$ cat src/rtl/alarm_ctrl.sv
// Alarm life-cycle sequencer: arms on a minute match, rings with a 1 Hz buzzer
// pattern, supports a bounded number of snoozes, and blocks re-trigger until match drops.
module alarm_ctrl #(
    parameter int RING_SEC   = 30,
    parameter int SNOOZE_SEC = 300,
    parameter int MAX_SNOOZE = 3
) (
    input  logic       clk,
    input  logic       rst,
    input  logic       tick_1hz,
    input  logic       alarm_arm,
    input  logic       match,
    input  logic       key_stop,
    input  logic       key_snooze,
    output logic       buzzer,
    output logic       ringing,
    output logic       snoozing,
    output logic [1:0] snooze_left
);

    typedef enum logic [1:0] {
        IDLE,
        RING,
        SNOOZE,
        DONE
    } state_e;

    localparam logic [9:0] RING_LAST   = 10'(RING_SEC - 1);
    localparam logic [9:0] SNOOZE_LAST = 10'(SNOOZE_SEC - 1);
    localparam logic [1:0] MAX_SNZ     = 2'(MAX_SNOOZE);

    state_e     state_q, state_d;
    logic [9:0] timer_q, timer_d;
    logic [1:0] snz_q, snz_d;
    logic       beep_q, beep_d;

    logic       buzzer_q, ringing_q, snoozing_q;
    logic [1:0] snooze_left_q;

    always_comb begin
        state_d = state_q;
        timer_d = timer_q;
        snz_d   = snz_q;
        beep_d  = beep_q;
        case (state_q)
            IDLE: begin
                snz_d = '0;
                if (alarm_arm && match) begin
                    state_d = RING;
                    timer_d = '0;
                    beep_d  = 1'b1;
                end
            end
            RING: begin
                // A snooze request with no snoozes left falls through to tick handling
                if (!alarm_arm || key_stop) begin
                    state_d = DONE;
                end else if (key_snooze && (snz_q < MAX_SNZ)) begin
                    state_d = SNOOZE;
                    snz_d   = snz_q + 2'd1;
                    timer_d = '0;
                end else if (tick_1hz) begin
                    beep_d = ~beep_q;
                    if (timer_q == RING_LAST) begin
                        state_d = DONE;
                    end else begin
                        timer_d = timer_q + 10'd1;
                    end
                end
            end
            SNOOZE: begin
                if (!alarm_arm || key_stop) begin
                    state_d = DONE;
                end else if (tick_1hz) begin
                    if (timer_q == SNOOZE_LAST) begin
                        state_d = RING;
                        timer_d = '0;
                        beep_d  = 1'b1;
                    end else begin
                        timer_d = timer_q + 10'd1;
                    end
                end
            end
            DONE: begin
                if (!match) begin
                    state_d = IDLE;
                end
            end
            default: begin
                state_d = IDLE;
            end
        endcase
        // Snooze budget is restored as soon as the alarm event is over
        if (state_d == DONE) begin
            snz_d = '0;
        end
    end

    always_ff @(posedge clk or posedge rst) begin
        if (rst) begin
            state_q       <= IDLE;
            timer_q       <= '0;
            snz_q         <= '0;
            beep_q        <= 1'b0;
            buzzer_q      <= 1'b0;
            ringing_q     <= 1'b0;
            snoozing_q    <= 1'b0;
            snooze_left_q <= MAX_SNZ;
        end else begin
            state_q       <= state_d;
            timer_q       <= timer_d;
            snz_q         <= snz_d;
            beep_q        <= beep_d;
            buzzer_q      <= (state_d == RING) && beep_d;
            ringing_q     <= (state_d == RING);
            snoozing_q    <= (state_d == SNOOZE);
            snooze_left_q <= MAX_SNZ - snz_d;
        end
    end

    assign buzzer      = buzzer_q;
    assign ringing     = ringing_q;
    assign snoozing    = snoozing_q;
    assign snooze_left = snooze_left_q;

endmodule
$ cat config.mk
export PLATFORM = sky130hd
export DESIGN_NAME = alarm_ctrl
export DESIGN_NICKNAME = d
export VERILOG_FILES = /design/src/rtl/alarm_ctrl.sv
export SDC_FILE = /design/constraint.sdc
export NUM_CORES = 1
export LEC_CHECK = 0
export BUFFER_PORTS_ARGS = -buffer_cell sky130_fd_sc_hd__buf_4
export CAP_MARGIN = 10
export CORE_MARGIN = 1
export CORE_UTILIZATION = 35
export DETAILED_ROUTE_END_ITERATION = 12
export PLACE_DENSITY_LB_ADDON = 0.15
export SLEW_MARGIN = 5
export SYNTH_ARGS = -nofsm -noshare
export SYNTH_HDL_FRONTEND = slang
export SYNTH_SLANG_ARGS = --single-unit
$ cat constraint.sdc
create_clock -name clk -period 2 [get_ports clk]
set_input_delay 0.1 -clock clk [delete_from_list [all_inputs] [get_ports clk]]
set_output_delay 0.1 -clock clk [all_outputs]
set_load 0.01 [all_outputs]
==> flow_summary.yaml <==
placed_design:
  gp_congestion: 0.776
  dpl.hpwl_mm: 2.37
  io_buffers: 11
  placed_area_sq_mm: 0.00156
  place_ws_ns: 0.0595
grt:
  grt_max_degree: 21
  grt_pass1_wl_mm: 5.06
  antenna_found_initial: 0
  grtUsageTotal: 0.162
  overflow: 0
  grt_pass1_vias: 1113
run_status:
  status: "complete, no violations"
critical_path:
  arrival_ns: 2.04
  crit_fanout: 12
  cp-end-kind: "register"
  r2r-start: "snz_q[0]"
  required_ns: 2.15
  critPathKind: "register to register"
  worstSetupStartpointType: "register"
  ff2ff_path_depth: 7
  r2r_slack_ns: 0.11
  timing.rr.end: "timer_q[9]"
synthesis:
  synthesis.area_sq_mm: 0.00133
  yosysTopAreaCell: "dfrtp_1"
  syn_avg_cell_area_sq_um: 9.00
  synth_cell_type_count: 47
  ys.flop_type: "dfrtp_1"
  netlist.area_leader.share: 0.338
  synth-edff-count: 0
  synth_area_leaders: "dfrtp_1 34%, ha_1 6.6%, dfstp_2 3.9%"
  synth_seq_cells: 20
  yosys_warnings: 0
  synth-async-reset-ratio: 1.00
  synth_cells: 148
  syn_nets: 162
  seq_area_frac_synth: 0.377
route:
  first_pass_iters: 4
  wl_per_cell_microns: 13.7
  wl_mm: 3.06
  vias_per_cell: 5.35
  postRouteAntennaNets: 0
  first_iter_violations: 63
  vias: 1192
  drc: 0
cells_and_area:
  multi_input_area_sq_um: 762
  drive_above_1_share: 0.257
  finalNetCount: 190
  fill_cells: 358
  regArea_sq_um: 503
  antenna-diode-count: 0
  area_growth_pct: 25.0
  final_area_sq_mm: 0.00167
  postLayoutCoreUtil: 0.455
clock_tree:
  clk_pin_slew_worst_paths_ns: 0.08
  clk_latency_ns: 0.26
  htree_num_levels: 1
  root_buffer: "clkbuf_8"
  cts.sinks: 20
  clock_path_buffers: 2
  cts_buffers: 3
  cts_setup_buffers: 0
  cts_tree: "yes"
die:
  ios: 12
  core_sq_mm: 0.00366
  initial_core_util: 0.364
  die_w_microns: 63.7
  placementRows: 22
  dieArea_sq_mm: 0.00406
  die_h_microns: 63.7
hold_path:
  worstHoldPathCells: 5
  hp-class: "input port to register"
  hold_end: "snoozing"
  hold_path.startpoint: "match"
timing:
  whs_ns: 0.360
  rsz0062_at_grt: "false"
  finalClockSkew_ns: 0.00249
  drv_slew: 0
  setup_viol_count_final: 0
  period_needed_ns: 1.89
  final-hold-violation-count: 0
  worstMarginPinSlew_ns: 0.738
  totalNegativeSetupSlack_ns: 0
  fin_ws_ns: 0.110
  slew-limit-headroom: 0.508
  fmax_ghz: 0.529
  finalCritPeriodShare: 0.945
power:
  p_per_area_mw_per_mm2: 1270
  peakVddDrop_mv: 0.510
  p_leak_nw: 0.716
job:
  drv_cap: 0
## report_power, final
group	internal [W]	switching, W
registers	0.000496	0.0000567
logic	0.000536	0.000630
clock network	0.000267	0.000137
total	0.00130	0.000824
## placed cells by master (no fill, tap or decap), types with 2 or more instances in the layout
master | Yosys | layout
a21o_1 | 5 | 5
a21oi_1 | 10 | 10
a22o_1 | 3 | 3
a22oi_1 | 2 | 2
a31oi_1 | 2 | 2
and3_1 | 3 | 3
buf_4 | 0 | 27
clkbuf_8 | 0 | 3
dfrtp_1 | 18 | 18
dfstp_2 | 2 | 2
ha_1 | 7 | 6
inv_1 | 14 | 14
nand2_1 | 11 | 11
nand2b_1 | 5 | 5
nand3_1 | 5 | 5
nand4_1 | 4 | 4
nor2_1 | 9 | 9
nor2b_1 | 2 | 2
nor3_1 | 3 | 2
o21ai_0 | 6 | 6
o22ai_1 | 6 | 6
## stage by stage
stage | power (W) | std cells
6_report | 0.00212 | 223
5_1_grt | 0.00228 | 223
4_1_cts | 0.00212 | 223
3_5_place_dp | 0.00171 | 218
3_3_place_gp | 0.00170 | 218
2_1_floorplan | 0.00131 | 148
## logic make-up (layout without fill, tap and decap cells)
| kind of cell | count (synthesis) | after routing | share of synthesized area |
|---|---|---|---|
| compound gates | 43 | 43 | 0.226 |
| xor+xnor | 1 | 1 | 0.00657 |
| buf+inv | 20 | 47 | 0.0685 |
| flops | 20 | 20 | 0.377 |
| mux | 1 | 1 | 0.00845 |
| fa+ha+maj | 7 | 7 | 0.0657 |
| simple gates | 56 | 56 | 0.247 |
## routing by layer
metal  GRT usage  vias to the layer above  part of all wire
li1            -                      594                 -
met1       0.222                      575              0.50
met2       0.255                       19              0.46
met3      0.0181                        4             0.029
met4      0.0682                        0             0.012
met5           0                        -                 0
## critical path: stages, from the launching register on
cell and delay [ns]:
dfrtp_1 0.41, ha_1 0.27, nand4bb_4 0.24, a21oi_1 0.17, o21ai_0 0.12, buf_4 0.19
a21o_1 0.16, a22o_1 0.23
## Yosys cell counts (2+ instances only)
| library cell | count |
|---|---|
| a21o_1 | 5 |
| a21oi_1 | 10 |
| a22o_1 | 3 |
| a22oi_1 | 2 |
| a31oi_1 | 2 |
| and3_1 | 3 |
| buf_6 | 2 |
| clkbuf_1 | 2 |
| dfrtp_1 | 18 |
| dfstp_2 | 2 |
| ha_1 | 7 |
| inv_1 | 14 |
| nand2_1 | 11 |
| nand2b_1 | 5 |
| nand3_1 | 5 |
| nand4_1 | 4 |
| nand4bb_1 | 2 |
| nor2_1 | 9 |
| nor2b_1 | 2 |
| nor3_1 | 3 |
| o21ai_0 | 6 |
| o22ai_1 | 6 |
## state kept, by name, indices dropped and copies added (netlist names)
name	count
timer_q	10
snz_q	2
state_q	2
beep_q	1
buzzer	1
ringing	1
snooze_left	2
snoozing	1
## area by class of cell
type / instances / share of cell area
clock buffer: 3 / 0.0248
clock inverter: 1 / 0.0180
inverter: 15 / 0.0338
multi-input combinational: 108 / 0.458
sequential: 20 / 0.302
tap: 48 / 0.0361
timing repair buffer: 28 / 0.128
## worst max-delay path by stage
stage	from	endpoint	slack, ns	cells past startpoint
floorplan	state_q[1]	timer_q[3]	0.13	9
global placement	snz_q[0]	timer_q[9]	0.06	7
detailed placement	snz_q[0]	timer_q[3]	0.06	7
CTS	snz_q[0]	timer_q[9]	0.03	7
global route	state_q[1]	snz_q[0]	0.01	9
finish	snz_q[0]	timer_q[9]	0.11	7
## timing repair
action | in CTS | in global routing
hold buffers | 1 | 0
gates resized for setup | 0 | 3
hold endpoints to repair | 18 | 0
endpoints found under the setup margin | 0 | 5
Power figures use the tool's default switching activity.
